`config.mk`:
```
export PLATFORM = sky130hd
export DESIGN_NAME = sim_mem_sequencer
export DESIGN_NICKNAME = d
export VERILOG_FILES = /design/src/rtl/sim_mem_sequencer.sv
export SDC_FILE = /design/constraint.sdc
export NUM_CORES = 1
export LEC_CHECK = 0
export BUFFER_PORTS_ARGS = -buffer_cell sky130_fd_sc_hd__buf_2
export CAP_MARGIN = 5
export CORE_AREA = 2 2 131 133
export CTS_BUF_LIST = sky130_fd_sc_hd__clkbuf_8 sky130_fd_sc_hd__clkbuf_16
export DETAILED_ROUTE_END_ITERATION = 16
export DIE_AREA = 0 0 133 135
export HOLD_SLACK_MARGIN = 0.02
export PLACE_DENSITY = 0.66
export SYNTH_ARGS = -nofsm -noshare
export SYNTH_HDL_FRONTEND = slang
export SYNTH_SLANG_ARGS = --single-unit
```
`constraint.sdc`:
```
create_clock -name clk -period 4.69 [get_ports clk]
set_clock_uncertainty 0.15 [all_clocks]
set_input_delay 0.7035 -clock clk [delete_from_list [all_inputs] [get_ports clk]]
set_output_delay 0.7035 -clock clk [all_outputs]
set_load 0.005 [all_outputs]
```
`src/rtl/sim_mem_sequencer.sv`:
```
// Phase controller for the RISC-V simulation bench: load program, run datapath, dump data memory.
// Optional macro SIM_SEQ_HALT_DETECT_EN adds self-loop halt detection during RUN.
module sim_mem_sequencer #(
  parameter int             AW          = 32,
  parameter int             DW          = 32,
  parameter logic [AW-1:0]  DUMP_BASE   = AW'(32'h1001_0000),
  parameter int             DUMP_WORDS  = 256,
  parameter int             MAX_RUN     = 100000,
  parameter int             HALT_STABLE = 8
) (
  input  logic          clk,
  input  logic          rst_n,
  input  logic          start,
  input  logic          stim_valid,
  input  logic [DW-1:0] stim_data,
  input  logic          stim_eof,
  output logic          stim_ready,
  output logic          imem_wr_n,
  output logic [AW-1:0] imem_addr,
  output logic [DW-1:0] imem_wdata,
  output logic          dut_rst,
  input  logic [AW-1:0] dut_pc,
  input  logic          dut_rd,
  input  logic          dut_wr,
  input  logic [AW-1:0] dut_addr,
  input  logic [DW-1:0] dut_wdata,
  output logic          dmem_rd,
  output logic          dmem_wr_n,
  output logic [AW-1:0] dmem_addr,
  output logic [DW-1:0] dmem_wdata,
  input  logic [DW-1:0] dmem_rdata,
  output logic          sink_en,
  output logic [DW-1:0] sink_data,
  output logic [2:0]    phase,
  output logic          timeout,
  output logic          done
);

  localparam int RCW = $clog2(MAX_RUN + 1);
  localparam int DCW = $clog2(DUMP_WORDS + 1);
  localparam logic [RCW-1:0] RUN_LAST = RCW'(MAX_RUN - 1);
  localparam logic [DCW-1:0] DUMP_CNT = DCW'(DUMP_WORDS);

  typedef enum logic [2:0] {
    IDLE = 3'd0,
    LOAD = 3'd1,
    RUN  = 3'd2,
    DUMP = 3'd3,
    DONE = 3'd4
  } phase_t;

  phase_t         state, state_nxt;
  logic [AW-3:0]  wcnt;
  logic [AW-1:0]  prog_end;
  logic [RCW-1:0] rcnt;
  logic [DCW-1:0] dcnt;
  logic           vld_p1;
  logic           load_wr, run_pc_end, run_limit, run_halt, run_end;
  logic           dump_issue, dump_last;

  assign prog_end   = {wcnt, 2'b00};
  assign load_wr    = (state == LOAD) && stim_valid && !stim_eof;
  assign run_pc_end = dut_pc >= prog_end;
  assign run_limit  = rcnt == RUN_LAST;
  assign run_end    = (state == RUN) && (run_pc_end || run_limit || run_halt);
  assign dump_issue = (state == DUMP) && (dcnt != DUMP_CNT);
  assign dump_last  = (state == DUMP) && (dcnt == DUMP_CNT) && vld_p1;

`ifdef SIM_SEQ_HALT_DETECT_EN
  localparam int HCW = $clog2(HALT_STABLE + 1);
  logic [AW-1:0]  pc_prev;
  logic [HCW-1:0] hcnt, hcnt_nxt;

  // hcnt counts consecutive RUN cycles (including this one) spent at the same PC.
  assign hcnt_nxt = ((rcnt == '0) || (dut_pc != pc_prev)) ? HCW'(1) : hcnt + 1'b1;
  assign run_halt = hcnt_nxt >= HCW'(HALT_STABLE);

  always_ff @(posedge clk) begin
    if (!rst_n) hcnt <= '0;
    else if (state == RUN) hcnt <= hcnt_nxt;
  end

  always_ff @(posedge clk) begin
    if (state == RUN) pc_prev <= dut_pc;
  end
`else
  assign run_halt = 1'b0;
`endif

  always_ff @(posedge clk) begin
    if (!rst_n) state <= IDLE;
    else        state <= state_nxt;
  end

  always_comb begin
    state_nxt = state;
    case (state)
      IDLE: if (start) state_nxt = LOAD;
      LOAD: if (stim_eof) state_nxt = (wcnt == '0) ? DUMP : RUN;
      RUN:  if (run_end) state_nxt = DUMP;
      DUMP: if (dump_last) state_nxt = DONE;
      DONE: state_nxt = DONE;
      default: state_nxt = IDLE;
    endcase
  end

  always_comb begin
    stim_ready = 1'b0;
    imem_wr_n  = 1'b1;
    imem_addr  = '0;
    imem_wdata = '0;
    dut_rst    = 1'b1;
    dmem_rd    = 1'b0;
    dmem_wr_n  = 1'b1;
    dmem_addr  = '0;
    dmem_wdata = '0;
    case (state)
      LOAD: begin
        stim_ready = 1'b1;
        imem_wr_n  = !load_wr;
        imem_addr  = prog_end;
        imem_wdata = stim_data;
      end
      RUN: begin
        dut_rst    = 1'b0;
        imem_addr  = dut_pc;
        dmem_rd    = dut_rd;
        dmem_wr_n  = !dut_wr;
        dmem_addr  = dut_addr;
        dmem_wdata = dut_wdata;
      end
      DUMP: begin
        dmem_rd   = dump_issue;
        dmem_addr = DUMP_BASE + (AW'(dcnt) << 2);
      end
      default: ;
    endcase
  end

  assign sink_en   = vld_p1;
  assign sink_data = dmem_rdata;
  assign phase     = state;
  assign done      = state == DONE;

  // Stage p0 -> p1: a dump read issued now returns data next cycle, so the sink strobe lags by one.
  always_ff @(posedge clk) begin
    if (!rst_n) begin
      wcnt    <= '0;
      rcnt    <= '0;
      dcnt    <= '0;
      vld_p1  <= 1'b0;
      timeout <= 1'b0;
    end else begin
      if (load_wr) wcnt <= wcnt + 1'b1;
      if (state == RUN) rcnt <= rcnt + 1'b1;
      if (dump_issue) dcnt <= dcnt + 1'b1;
      vld_p1 <= dump_issue;
      if ((state == RUN) && run_limit && !run_pc_end && !run_halt) timeout <= 1'b1;
    end
  end

endmodule

```
==> impl_metrics.py <==
metrics = {
    "pwr": {
        "pwr_density_cell_nw_per_um2": 322,
        "fin_total_pwr_w": 0.00210,
        "leakagePower_nw": 3.19,
        "vdd_drop_max_mv": 0.187,
    },
    "clock_tree": {
        "clkTransAtPathRegs_ns": 0.05,
        "cts_repair_resize_count": 0,
        "clk-insertion-delay-late_ns": 0.33,
        "cts-buffers-inserted": 9,
        "htreeDepth": 3,
        "clk_path_buf_depth": 2,
        "postCtsHoldBufs": 0,
        "numClockSinks": 61,
        "cts_tree": "yes",
        "root_buffer": "sky130_fd_sc_hd__clkbuf_16",
        "post_cts.repair.setup_buffers": 0,
    },
    "floorplan": {
        "placeableCoreArea_um2": 16400,
        "die_height_um": 135,
        "floorplan_die_width_um": 133,
        "fp-row-count": 47,
        "floorplan.initialDensity": 0.302,
        "fp.dieArea_um2": 18000,
        "num_io_pins": 338,
    },
    "global_routing": {
        "maximum_number_of_pins_on_one_net_before_global_route_repair": 77,
        "vias_in_the_first_global_route": 4683,
        "antenna_found_initial": 1,
        "wire_length_of_the_first_global_routing_pass_um": 24400,
        "leftover_overflow_at_the_end_of_global_routing": 0,
        "globalRouteTotalUtil": 0.172,
    },
    "placed_design": {
        "placement.io_buffers": 273,
        "weighted_congestion_reported_at_the_end_of_routability_driven_placement": 0.860,
        "post-dp-hpwl_um": 12900,
    },
    "worst_setup_path": {
        "slowest_delay_ns": 0.57,
        "timing_worst_setup_path_type": "reg2out",
        "cp-startpoint": "phase[0]",
        "rr_worst_depth": 7,
        "crit_path_max_fanout": 67,
        "reg2reg_setup_slack_ns": 1.81,
        "crit-reg2reg-launch": "phase[0]",
        "data_required_time_of_the_worst_path_ns": 3.84,
        "cp_cell_sequence": "nor3b_4 -> buf_4 -> and2_1 -> inv_1 -> buf_2",
        "worstSetupEndpointType": "primary output",
        "setup.worst_path.start_class": "flip-flop",
        "regToRegEndpoint": "wcnt[20]",
        "arrival_worst_endpoint_ns": 2.19,
        "worst_setup_path_endpoint": "imem_wr_n",
        "cp_slowest_cell": "sky130_fd_sc_hd__dfxtp_1",
    },
    "timing": {
        "finalHoldViolCount": 0,
        "period_utilisation_layout": 0.649,
        "report.final.setup_viol": 0,
        "max_slew.worst_pin.slew_ns": 0.896,
        "max_clock_freq_mhz": 328,
        "maxSlewViolCount": 0,
        "timing.setup.tns_ns": 0,
        "setup_repair_after_global_routing_missed_its_margin": "no",
        "worst_relative_slew_slack": 0.403,
        "period_needed_ns": 3.05,
    },
    "yosys": {
        "netlist-cell-type-count": 48,
        "post_synthesis_register_bit_count": 61,
        "postSynthCellCount": 617,
        "synth_edf_count": 0,
        "ys_async_sr_fraction": 0,
        "ys.flop_type": "sky130_fd_sc_hd__dfxtp_1",
        "yosysWarningCount": 0,
        "mappedNetlistArea_um2": 4960,
        "post_synth.cell_area_avg_um2": 8.04,
        "ys_seq_area_frac": 0.246,
        "mappedNetlistNets": 819,
    },
    "route": {
        "drt_first_iter_violations": 198,
        "drt_first_pass_iters": 5,
        "ant_nets": 0,
        "vias": 4996,
        "drc_errors": 0,
        "via_per_inst": 4.70,
        "routedWlPerCell_um": 15.0,
        "route.final.wire_length_um": 16000,
    },
    "cells_and_area": {
        "nFillCells": 1693,
        "nets": 1040,
        "final_layout_size_suffix_gt1_frac": 0.352,
        "num_antenna_cells": 0,
        "syn_to_final_growth_pct": 31.3,
    },
    "min_path": {
        "hold_path_startpoint": "timeout",
        "min_path_type": "reg2reg",
    },
    "job": {
        "maxCapViolCount": 0,
    },
    "run_status": {
        "status": "completed",
    },
}
[how the worst min path moves through the flow]
stage                   end  depth (start not counted)
global route        timeout                          1
floorplan           rcnt[1]                          2
detailed placement  timeout                          1
CTS                 timeout                          1
global placement    timeout                          1
finish              timeout                          1
[through the flow]
step / std cells / hold WS (ns) / instance area, µm² / setup slack (ns) / util
3_3_place_gp: 1047 / 0.300 / 6250 / 1.85 / 0.381
4_1_cts: 1062 / 0.318 / 6520 / 1.57 / 0.397
3_5_place_dp: 1047 / 0.304 / 6250 / 1.78 / 0.381
2_1_floorplan: 617 / 0.306 / 4960 / 2.14 / -
6_report: 1062 / 0.312 / 6520 / 1.64 / 0.397
5_1_grt: 1062 / 0.351 / 6520 / 1.39 / 0.397
[cells in the mapped netlist (3+ instances only)]
cell	number	share of area
sky130_fd_sc_hd__o211ai_1	3	0.0045
sky130_fd_sc_hd__xnor2_1	42	0.074
sky130_fd_sc_hd__xor2_1	3	0.0053
sky130_fd_sc_hd__nor3b_1	3	0.0045
sky130_fd_sc_hd__inv_1	36	0.027
sky130_fd_sc_hd__dfxtp_1	61	0.25
sky130_fd_sc_hd__a21o_1	3	0.0045
sky130_fd_sc_hd__a21oi_1	22	0.022
sky130_fd_sc_hd__clkbuf_1	28	0.021
sky130_fd_sc_hd__ha_1	35	0.088
sky130_fd_sc_hd__buf_1	3	0.0023
sky130_fd_sc_hd__nor3_1	7	0.0071
sky130_fd_sc_hd__nor4b_1	3	0.0053
sky130_fd_sc_hd__a21boi_0	8	0.012
sky130_fd_sc_hd__a22o_1	38	0.067
sky130_fd_sc_hd__nor4_1	9	0.011
sky130_fd_sc_hd__or3_1	6	0.0076
sky130_fd_sc_hd__buf_4	34	0.051
sky130_fd_sc_hd__nor2b_1	3	0.0038
sky130_fd_sc_hd__o21ai_0	15	0.015
sky130_fd_sc_hd__nor2_1	11	0.0083
sky130_fd_sc_hd__nand3_1	19	0.019
sky130_fd_sc_hd__nand2_1	36	0.027
sky130_fd_sc_hd__nand4_1	15	0.019
sky130_fd_sc_hd__and4_1	5	0.0088
sky130_fd_sc_hd__and3_1	12	0.015
sky130_fd_sc_hd__and2_1	133	0.17
[power breakdown]
part / switching (W) / internal, W / leakage, nW
logic: 0.000477 / 0.000466 / 2.56
clock network: 0.000219 / 0.000360 / 0.142
registers: 0.0000392 / 0.000538 / 0.492
[placed cells by master, fill, tap and decap left out, types with 5 or more instances in the layout]
cell type,synthesis,routed
sky130_fd_sc_hd__dfxtp_1,61,61
sky130_fd_sc_hd__nor4_1,9,9
sky130_fd_sc_hd__and3_1,12,12
sky130_fd_sc_hd__a22o_1,38,38
sky130_fd_sc_hd__inv_1,36,39
sky130_fd_sc_hd__or3_1,6,6
sky130_fd_sc_hd__xnor2_1,42,42
sky130_fd_sc_hd__nor3_1,7,7
sky130_fd_sc_hd__nand3_1,19,19
sky130_fd_sc_hd__buf_2,0,273
sky130_fd_sc_hd__a21boi_0,8,8
sky130_fd_sc_hd__and2_1,133,133
sky130_fd_sc_hd__nand4_1,15,15
sky130_fd_sc_hd__ha_1,35,35
sky130_fd_sc_hd__and4_1,5,5
sky130_fd_sc_hd__nand2_1,36,36
sky130_fd_sc_hd__a21oi_1,22,22
sky130_fd_sc_hd__nor2_1,11,11
sky130_fd_sc_hd__o21ai_0,15,15
sky130_fd_sc_hd__clkbuf_16,0,9
[final cells by class]
type | instances | area (µm²) | share of cell area
multi-input combinational | 454 | 3230 | 0.496
timing repair buffer | 276 | 1390 | 0.213
sequential | 61 | 1220 | 0.187
tap | 220 | 275 | 0.0423
clock buffer | 10 | 239 | 0.0367
inverter | 36 | 135 | 0.0207
clock inverter | 5 | 21.3 | 0.00326
[routing by layer]
metal / part of all wire / GRT usage / wire length (µm) / vias up
met2: 0.47 / 0.293 / 7560 / 193
met5: 0 / 0 / 0 / -
met3: 0.079 / 0.0567 / 1270 / 16
li1: - / - / - / 2521
met1: 0.43 / 0.208 / 6930 / 2266
met4: 0.013 / 0.0430 / 213 / 0
[registers in the layout, indices dropped and copies added, names as in the netlist]
register and flops:
wcnt 30, dcnt 9, phase 3, sink_en 1, rcnt 17, timeout 1
[worst max-delay path: cells and delay by family, from the launching register on]
kind | cells | cell delay (ns)
flops | 1 | 0.57
buf+inv | 3 | 0.72
simple gates | 2 | 0.56
[cells by family after synthesis]
kind of cell	synth area share
xor gates and xnor gates	0.0794
AOI/OAI and AO/OA	0.139
adders and majority gates	0.0883
and+or+nand+nor	0.339
buffers and inverters	0.103
DFF	0.246
muxes	0.00429
Power figures use the tool's default switching activity.
